<file path="config.mk">
export PLATFORM = sky130hd
export DESIGN_NAME = mem_map_responder_flat
export DESIGN_NICKNAME = d
export VERILOG_FILES = /design/src/rtl/mem_map_responder_if.sv /design/src/rtl/mem_map_responder.sv /design/src/flat_wrapper.sv
export SDC_FILE = /design/constraint.sdc
export NUM_CORES = 1
export LEC_CHECK = 0
export CAP_MARGIN = 40
export CELL_PAD_IN_SITES_DETAIL_PLACEMENT = 1
export CELL_PAD_IN_SITES_GLOBAL_PLACEMENT = 1
export CORE_UTILIZATION = 30
export CTS_BUF_LIST = sky130_fd_sc_hd__clkbuf_16
export DETAILED_ROUTE_END_ITERATION = 16
export PLACE_DENSITY = 0.7
export REMOVE_ABC_BUFFERS = 1
export SLEW_MARGIN = 20
export SYNTH_ARGS = -nofsm -noshare
export SYNTH_HDL_FRONTEND = slang
export SYNTH_SLANG_ARGS = --single-unit
</file>
<file path="constraint.sdc">
create_clock -name clk -period 6.4 [get_ports clk]
set_input_delay 0.64 -clock clk [delete_from_list [all_inputs] [get_ports clk]]
set_output_delay 0.64 -clock clk [all_outputs]
set_load 0.005 [all_outputs]
</file>
<file path="src/rtl/mem_map_responder_if.sv">
// Shared memory-bus signals seen by the mapped-register responder.
// The master modport drives address/control/write data; the slave answers with read data.
interface mem_map_responder_if;
   logic [15:0] busAddr;
   logic        busWr;
   logic        busMapEn;
   logic [15:0] busDataIn;
   logic [15:0] busDataOut;
   logic        busDataDrive;

   modport master (
      output busAddr, busWr, busMapEn, busDataIn,
      input  busDataOut, busDataDrive
   );

   modport slave (
      input  busAddr, busWr, busMapEn, busDataIn,
      output busDataOut, busDataDrive
   );
endinterface

</file>
<file path="src/rtl/mem_map_responder.sv">
// Memory-mapped register window responder with a prescaled 16-bit compare timer.
// Reads return pre-edge register state one cycle after the access; writes take effect at the access edge.
module mem_map_responder #(
   parameter logic [15:0] CMP_RESET = 16'hFFFF
) (
   input  logic                 clk,
   input  logic                 rst,
   mem_map_responder_if.slave   bus,
   input  logic                 isPaused,
   output logic                 timerIrq
);
   localparam logic [15:0] REG_BASE = 16'hC000;
   localparam int          NUM_REGS = 5;
   localparam logic [15:0] CTRL_WMASK = 16'hFF07;

   logic [15:0] ctrlReg, ctrlNext;
   logic [15:0] countReg, countNext;
   logic [15:0] compareReg;
   logic [15:0] scratchReg;
   logic        ovfReg, ovfNext;
   logic [7:0]  pcntReg, pcntNext;
   logic [15:0] rdDataReg;
   logic        rdDriveReg;
   logic [15:0] rdMux;

   logic        wrEn, rdEn;
   logic [NUM_REGS-1:0] wrSel;
   logic        ctrlEn, ctrlAuto, ctrlIrqEn;
   logic [7:0]  ctrlPrescale;
   logic        tick, wrap;

   assign wrEn = bus.busMapEn & bus.busWr;
   assign rdEn = bus.busMapEn & ~bus.busWr;

   // One-hot write strobes for the five decoded registers (CTRL, COUNT, COMPARE, STATUS, SCRATCH).
   genvar gi;
   generate
      for (gi = 0; gi < NUM_REGS; gi++) begin : gWrSel
         assign wrSel[gi] = wrEn && (bus.busAddr == (REG_BASE + 16'(gi)));
      end
   endgenerate

   assign ctrlEn       = ctrlReg[0];
   assign ctrlAuto     = ctrlReg[1];
   assign ctrlIrqEn    = ctrlReg[2];
   assign ctrlPrescale = ctrlReg[15:8];

   assign tick = ctrlEn & ~isPaused & (pcntReg == ctrlPrescale);
   assign wrap = tick & (countReg == compareReg);

   always_comb begin
      ctrlNext  = ctrlReg;
      countNext = countReg;
      ovfNext   = ovfReg;
      pcntNext  = pcntReg;

      // Bus writes are applied last in each group so they override timer-side updates,
      // except OVF where a hardware set must win over write-1-clear.
      if (wrap && !ctrlAuto) ctrlNext[0] = 1'b0;
      if (wrSel[0])          ctrlNext = bus.busDataIn & CTRL_WMASK;

      if (wrSel[0])          pcntNext = 8'd0;
      else if (isPaused)     pcntNext = pcntReg;
      else if (!ctrlEn)      pcntNext = 8'd0;
      else if (tick)         pcntNext = 8'd0;
      else                   pcntNext = pcntReg + 8'd1;

      if (wrap)              countNext = 16'd0;
      else if (tick)         countNext = countReg + 16'd1;
      if (wrSel[1])          countNext = bus.busDataIn;

      if (wrSel[3] && bus.busDataIn[0]) ovfNext = 1'b0;
      if (wrap)              ovfNext = 1'b1;
   end

   always_comb begin
      rdMux = 16'h0000;
      case (bus.busAddr)
         REG_BASE + 16'd0: rdMux = ctrlReg;
         REG_BASE + 16'd1: rdMux = countReg;
         REG_BASE + 16'd2: rdMux = compareReg;
         REG_BASE + 16'd3: rdMux = {15'd0, ovfReg};
         REG_BASE + 16'd4: rdMux = scratchReg;
         default:          rdMux = 16'h0000;
      endcase
   end

   always_ff @(posedge clk or posedge rst) begin
      if (rst) begin
         ctrlReg    <= 16'h0000;
         countReg   <= 16'h0000;
         compareReg <= CMP_RESET;
         scratchReg <= 16'h0000;
         ovfReg     <= 1'b0;
         pcntReg    <= 8'd0;
         rdDataReg  <= 16'h0000;
         rdDriveReg <= 1'b0;
      end else begin
         ctrlReg    <= ctrlNext;
         countReg   <= countNext;
         ovfReg     <= ovfNext;
         pcntReg    <= pcntNext;
         if (wrSel[2]) compareReg <= bus.busDataIn;
         if (wrSel[4]) scratchReg <= bus.busDataIn;
         if (rdEn)     rdDataReg  <= rdMux;
         rdDriveReg <= rdEn;
      end
   end

   assign bus.busDataOut   = rdDataReg;
   assign bus.busDataDrive = rdDriveReg;
   assign timerIrq         = ovfReg & ctrlIrqEn;
endmodule

</file>
<file path="src/flat_wrapper.sv">
// flat-port wrapper written by rule: the top's interface ports become plain ports
module mem_map_responder_flat 
#(
   parameter logic [15:0] CMP_RESET = 16'hFFFF
)
  (clk, rst, isPaused, timerIrq, bus_busAddr, bus_busWr, bus_busMapEn, bus_busDataIn, bus_busDataOut, bus_busDataDrive);
  mem_map_responder_if bus_i ();
  input  logic clk;
  input  logic rst;
  input  logic isPaused;
  output logic timerIrq;
  input wire logic [$bits(bus_i.busAddr)-1:0] bus_busAddr;
  input wire logic [$bits(bus_i.busWr)-1:0] bus_busWr;
  input wire logic [$bits(bus_i.busMapEn)-1:0] bus_busMapEn;
  input wire logic [$bits(bus_i.busDataIn)-1:0] bus_busDataIn;
  output wire logic [$bits(bus_i.busDataOut)-1:0] bus_busDataOut;
  output wire logic [$bits(bus_i.busDataDrive)-1:0] bus_busDataDrive;
  assign bus_i.busAddr = bus_busAddr;
  assign bus_i.busWr = bus_busWr;
  assign bus_i.busMapEn = bus_busMapEn;
  assign bus_i.busDataIn = bus_busDataIn;
  assign bus_busDataOut = bus_i.busDataOut;
  assign bus_busDataDrive = bus_i.busDataDrive;
  mem_map_responder #(.CMP_RESET(CMP_RESET)) u_core (.clk(clk), .rst(rst), .bus(bus_i), .isPaused(isPaused), .timerIrq(timerIrq));
endmodule
</file>
## Yosys cells after proc, flatten, opt, wreduce, memory -nomap -nowiden

Cells that the tools add are included.

| operators by class | value |
|---|---|
| add/subtract/negate cells | 2 |
| equal/unequal tests | 8 |
| muxes and demuxes | 12 |
| bitwise operators | 8 |
| reductions and logical operators | 11 |

Operators with widths:

| operator | count |
|---|---|
| 16-bit equality test, second input constant | 5 |
| 16-bit case mux with 5 select lines | 1 |
| 16-bit two-way mux | 3 |
| 8-bit two-way mux | 4 |
| 16-bit by 1-bit adder with 16-bit output, second input constant | 1 |
| 16-bit equality test | 1 |
| 8-bit by 1-bit adder with 8-bit output, second input constant | 1 |
| 8-bit equality test | 1 |
| 1-bit logical AND | 7 |
| 1-bit AND | 6 |
| 1-bit two-way mux | 4 |
| 2-bit nonzero test | 2 |
| 3-bit nonzero test | 1 |
| 2-bit by 1-bit != test with 1-bit output, second input constant | 1 |
| 1-bit inverter | 2 |
| 1-bit logical NOT | 1 |

| word-level totals | value |
|---|---|
| bits in registers | 85 |
| input port bits | 37 |
| output and inout port bits | 18 |
| word-level logic and storage cells | 50 |

## Longest topological paths before layout

Gate-level depths: netlist of run 1.

| depth | value |
|---|---|
| word-level depth | 7 |
| gate-level depth with buffers | 7 |
| gate-level depth less buffers | 6 |

## Worst setup path after synthesis of run 1

OpenSTA, ideal clock, no wires.

| path | value |
|---|---|
| kind | input to register |
| start | in bus_busAddr[5] |
| end | reg u_core.ctrlReg[1] |
| arrival time | 2.248 ns |
| path slack | 4.024 ns |
| cell stages on the path | 5 |
| path through | nor4_4 > nand4_4 > nor4_4 > buf_6 > mux2_1 |

| between the ends | value |
|---|---|
| longest elaborated chain between the ends | 2 |

Ends and longest elaborated chain:

| item | RTL line | RTL |
|---|---|---|
| from (decl) | flat_wrapper.sv:12 | `input wire logic [$bits(bus_i.busAddr)-1:0] bus_busAddr;` |
| 16-bit equality test | mem_map_responder.sv:39 | `assign wrSel[gi] = wrEn && (bus.busAddr == (REG_BASE + 16'(gi)));` |
| 1-bit logical AND | mem_map_responder.sv:39 |  |
| to (signal assigned) | mem_map_responder.sv:99 | `ctrlReg <= ctrlNext;` |
| to (decl) | mem_map_responder.sv:16 | `logic [15:0] ctrlReg, ctrlNext;` |

No other way between the ends.
A chain may end at the register's enable or synchronous reset.

## Worst setup path after layout of run 1

| path | value |
|---|---|
| start | in bus_busAddr[4] |
| end | reg u_core.compareReg[12] |

| between the ends | value |
|---|---|
| longest elaborated chain between the ends | 2 |

Ends and longest elaborated chain:

| item | RTL line | RTL |
|---|---|---|
| 16-bit equality test | mem_map_responder.sv:39 |  |
| 1-bit logical AND | mem_map_responder.sv:39 |  |
| to (signal assigned) | mem_map_responder.sv:103 | `if (wrSel[2]) compareReg <= bus.busDataIn;` |
| to (decl) | mem_map_responder.sv:18 | `logic [15:0] compareReg;` |

No other way between the ends.

==> results of run 1 <==
[state kept, by name, indices dropped and copies added, names as in the netlist]
register                 cells
u_core.scratchReg           16
u_core.bus.busDataOut       16
u_core.ovfReg                1
u_core.pcntReg               8
u_core.bus.busDataDrive      1
u_core.compareReg           16
u_core.countReg             16
u_core.ctrlReg              11
[power by group through the flow]
stage	clock (mW)	sequential (mW)	combinational (mW)
5_1_grt	0.635	0.587	0.158
2_1_floorplan	0	0.586	0.0837
4_1_cts	0.616	0.583	0.143
6_report	0.601	0.583	0.141
3_5_place_dp	0	0.592	0.142
3_3_place_gp	0	0.591	0.133
[worst max path at each step]
stage,from,slack (ps),to,cells after the start
5_1_grt,bus_busAddr[5],2980,u_core.compareReg[11],8
3_3_place_gp,bus_busAddr[5],2810,u_core.compareReg[9],8
3_5_place_dp,bus_busAddr[4],2730,u_core.compareReg[12],8
6_report,bus_busAddr[4],3080,u_core.compareReg[12],8
4_1_cts,bus_busAddr[4],3090,u_core.compareReg[11],8
2_1_floorplan,bus_busAddr[5],3160,u_core.compareReg[10],5
[layout by cell type, fill, tap and decap left out, types with 12 or more instances in the layout]
cell type        synthesis  final
a21oi_1                 16     16
a22oi_1                 35     35
clkdlybuf4s50_1          0     54
dfrtp_1                 69     69
dfstp_2                 16     16
inv_1                   13     13
mux2_2                  22     22
nand2_1                 39     39
nand3_1                 17     17
nor2_1                  26     26
o21ai_0                 12     12
xor2_1                  24     24
[cell type report]
type / count / area, um^2 / share of cell area
Inverter: 13 / 50.0 / 0.00852
Multi-Input combinational cell: 327 / 2410 / 0.411
Clock buffer: 9 / 225 / 0.0383
Sequential cell: 85 / 2150 / 0.365
Clock inverter: 7 / 115 / 0.0196
Timing Repair Buffer: 66 / 659 / 0.112
Tap cell: 211 / 264 / 0.0449
[per-layer routing]
metal / track usage / up-vias
li1: - / 1809
met1: 0.242 / 2061
met2: 0.339 / 93
met3: 0.0534 / 9
met4: 0.0533 / 0
met5: 0 / -
[synthesized netlist by cell type, types with 9 or more instances]
cell type,count,share of area
o21ai_0,12,0.013
a222oi_1,10,0.021
a22oi_1,35,0.055
nand2_1,39,0.031
mux2_2,22,0.052
a31oi_1,10,0.013
dfrtp_1,69,0.36
a21oi_1,16,0.017
clkbuf_1,23,0.018
inv_1,13,0.010
nor2_1,26,0.021
xor2_1,24,0.044
dfstp_2,16,0.088
mux2_4,10,0.032
nor4_1,10,0.013
nor3_1,9,0.0095
mux2_1,9,0.021
nand3_1,17,0.018
[stage by stage]
step / util / setup WS [ps] / cells
after floorplan: - / 3160 / 425
after global placement: 0.358 / 2810 / 698
after detailed placement: 0.361 / 2730 / 701
after CTS: 0.383 / 3090 / 717
after global routing: 0.384 / 2980 / 718
final: 0.384 / 3080 / 718
[worst min-delay path: stages (launching register included)]
cell     delay [ps]
dfrtp_1         340
nand2_1          50
o21ai_0          60
[cell families after synthesis]
family | synth area share
compound gates | 0.162
xor+xnor | 0.0442
fa+ha+maj | 0.00526
buf+inv | 0.0403
flops | 0.452
mux | 0.114
simple gates | 0.183
==> results_dict.tcl, run 1 <==
set metrics [dict create \
    status "completed" \
    worstReg2RegEnd "u_core.countReg[13]" \
    num_rows 45 \
    cts.hold.buffers_added 0 \
    min_to "u_core.bus.busDataOut[0]" \
    fillers 1722 \
    first_pass_iters 5 \
    async_flop_share 1.00 \
    drt-vias-per-instance 5.53 \
    wl_met1_um 6360 \
    drive_gt1_frac 0.178 \
    finalCriticalPeriod_ps 3320 \
    numPortBuffers 54 \
    pwr-share-clk 0.454 \
    synth_seq_area_share 0.452 \
    post_cts_buffers 0 \
    ys_types 54 \
    r2r-start "u_core.pcntReg[2]" \
    grt_remaining_overflow 0 \
    insertion_delay_ps 350 \
    clock_skew_ps 6.56 \
    rsz0062_at_grt "no" \
    path_cells "clkdlybuf4s50_1, nor4_4, nand4_4, nor4b_2, buf_4, nor2b_1, buf_4, mux2_2" \
    cp_common_cell "buf_4" \
    core_um2 15300 \
    crit_type "in2reg" \
    power_switching_share 0.245 \
    fin_tns_setup_ps 0 \
    dieWidth_um 128 \
    maxCapViolCount 0 \
    grt_use_total 0.197 \
    routed-wl-met2_um 7550 \
    fmax_ghz 0.302 \
    critPathCaptureType "flop" \
    switching_power_mw 0.324 \
    wl_met3_um 727 \
    finalCritPeriodShare 0.518 \
    clock-root-buffer "clkbuf_16" \
    ys_ff_latch 85 \
    r2r_setup_slack_ps 3720 \
    hold_path.class "reg2reg" \
    fin_area_um2 5880 \
    syn_area_per_cell_um2 10.4 \
    slew_viol_final 0 \
    fp.dieH_um 128 \
    insertedDiodeCount 0 \
    crit_family "simple AND/OR/NAND/NOR gates" \
    drtIter0Drc 312 \
    seqPwrFrac 0.440 \
    path_buf_inv 3 \
    drc 0 \
    power_mw 1.32 \
    place_area_um2 5520 \
    gp_congestion 0.804 \
    top_layer_used "met4" \
    mappedNetlistArea_um2 4750 \
    synthCells 455 \
    relSlewSlack 0.456 \
    antenna_found_initial 0 \
    hold_viol 0 \
    clkTransAtPathRegs_ps 60 \
    critPathMaxFanout 12 \
    grt_pass1_vias 4346 \
    worst_pin_slew_ps 815 \
    dpl.hpwl_um 10400 \
    r2r_cells 5 \
    combPwrFrac 0.106 \
    whs_path_depth 2 \
    num-nets-final 541 \
    clock-sinks 85 \
    routed_wl_um 14800 \
    htreeDepth 3 \
    synthToLayoutAreaGrowth_pct 23.6 \
    leakage_nw 2.35 \
    whs_ps 484 \
    cts_buffer_depth 2 \
    vias 3972 \
    antenna_left 0 \
    p_int_mw 1.00 \
    cts_resized 0 \
    io-pin-count 55 \
    critical-path-max-stage-delay_ps 600 \
    synth_edf_count 0 \
    cp.arrival_ps 3590 \
    setup_viol 0 \
    powerDensity_nw_per_um2 225 \
    initial_utilization 0.310 \
    cts-buffers-inserted 9 \
    dieArea_um2 16400 \
    crit_path_start_kind "input port" \
    cp_slowest_cell "nor2b_1" \
    yosys_warnings 0 \
    grt_max_degree 45 \
    required_ps 6680 \
    worstHoldStart "u_core.bus.busDataOut[0]" \
    synth_flop_cell "dfrtp_1" \
    ir_drop_uv 131 \
    grt_first_pass_wirelength_um 24100 \
    wire_per_inst_um 20.6 \
    cts_tree "built" \
]
Note: power is estimated with default switching activity, not from simulation.
==> inputs of run 2 (changes only) <==
clock period = 3.25 ns   (was 6.4 ns; I/O delays follow)
==> results_dict.tcl, run 2 (synthesis results as in run 1) <==
set metrics [dict create \
    status "completed" \
    finalCritPeriodShare 0.702 \
    crit_path_start_kind "flop" \
    cts_buffer_depth 2 \
    leakage_nw 2.37 \
    cts_tree "built" \
    wire_per_inst_um 19.5 \
    dpl.hpwl_um 10300 \
    whs_ps 326 \
    io-pin-count 55 \
    grt_remaining_overflow 0 \
    powerDensity_nw_per_um2 416 \
    cp.arrival_ps 2500 \
    r2r_setup_slack_ps 970 \
    r2r-start "u_core.countReg[2]" \
    numPortBuffers 54 \
    grt_use_total 0.186 \
    gp_congestion 0.795 \
    grt_first_pass_wirelength_um 23000 \
    place_area_um2 5570 \
    finalCriticalPeriod_ps 2280 \
    relSlewSlack 0.497 \
    grt_max_degree 48 \
    fp.dieH_um 128 \
    first_pass_iters 5 \
    dieWidth_um 128 \
    clock-sinks 85 \
    vias 3909 \
    cts_resized 0 \
    ir_drop_uv 229 \
    finalNonFillerCells 725 \
    dp_cells 709 \
    worstReg2RegEnd "u_core.countReg[13]" \
    antenna_left 0 \
    setup_viol 0 \
    initial_utilization 0.310 \
    htreeDepth 3 \
    synthToLayoutAreaGrowth_pct 23.6 \
    routed_wl_um 14200 \
    required_ps 3470 \
    antenna_found_initial 0 \
    cp-startpoint "u_core.countReg[2]" \
    drc 0 \
    fin_tns_setup_ps 0 \
    setup_ws_ps 968 \
    pre_cts_ws_ps 629 \
    post_cts_buffers 0 \
    critPathMaxFanout 27 \
    core_um2 15300 \
    layout_commonest_cell "dfrtp_1" \
    slew_viol_final 0 \
    clkTransAtPathRegs_ps 70 \
    drtIter0Drc 264 \
    cts.hold.buffers_added 0 \
    cts-buffers-inserted 9 \
    dieArea_um2 16400 \
    hold_viol 0 \
    drt-vias-per-instance 5.39 \
    hold_path.class "in2async" \
    final_cell_mix "dfrtp_1, clkdlybuf4s50_1, nand2_1, a22oi_1, nor2_1" \
    rsz0062_at_grt "no" \
    fmax_ghz 0.438 \
    critPathCaptureType "flop" \
    insertion_delay_ps 350 \
    grt_pass1_vias 4123 \
    worst_pin_slew_ps 751 \
    insertedDiodeCount 0 \
    fin_area_um2 5870 \
    num-nets-final 549 \
    num_rows 45 \
    maxCapViolCount 0 \
    clock-root-buffer "clkbuf_16" \
    power_mw 2.44 \
    fin_util 0.383 \
    clock_skew_ps 8.42 \
    r2r_cells 6 \
    crit_type "reg2reg" \
    drive_gt1_frac 0.187 \
]
-- run 2: cell count changes in the layout (fill, tap and decap cells not counted), sizes merged --
cell      delta
clkinv       +2
clkinvlp     -1
bufinv       -2
buf          +8
-- run 2: worst max-delay path by stage --
stage / endpoint / cells after the start
6_report: u_core.countReg[13] / 6
5_1_grt: u_core.countReg[7] / 6
4_1_cts: u_core.countReg[8] / 6
3_5_place_dp: u_core.bus.busDataOut[5] / 7
3_3_place_gp: u_core.compareReg[9] / 7
2_1_floorplan: u_core.compareReg[10] / 5
-- run 2: area by class of cell --
class | instances | area [um^2]
fill | 1753 | 9440
multi-input combinational | 327 | 2410
sequential | 85 | 2150
timing repair buffer | 74 | 716
tap | 211 | 264
clock buffer | 9 | 225
clock inverter | 6 | 56.3
inverter | 13 | 50.0
-- run 2: metal layers --
metal | share of wire | global-route usage | wire length [um] | vias up
met2 | 0.49 | 0.303 | 6950 | 79
met4 | 0.016 | 0.0720 | 224 | 0
met3 | 0.058 | 0.0355 | 827 | 14
met5 | 0 | 0 | 0 | -
met1 | 0.43 | 0.242 | 6150 | 2001
li1 | - | - | - | 1815
-- run 2: critical path, stage by stage, from the launching register on --
cell     delay, ps
dfrtp_1        490
xor2_1         220
nor4_1         470
nand4_1        310
buf_4          320
a41oi_1        200
o21ai_0        130
-- run 2: where the power goes --
| part | internal, mW | switching [mW] |
|---|---|---|
| combinational | 0.129 | 0.149 |
| sequential | 1.09 | 0.0541 |
| clock | 0.585 | 0.429 |
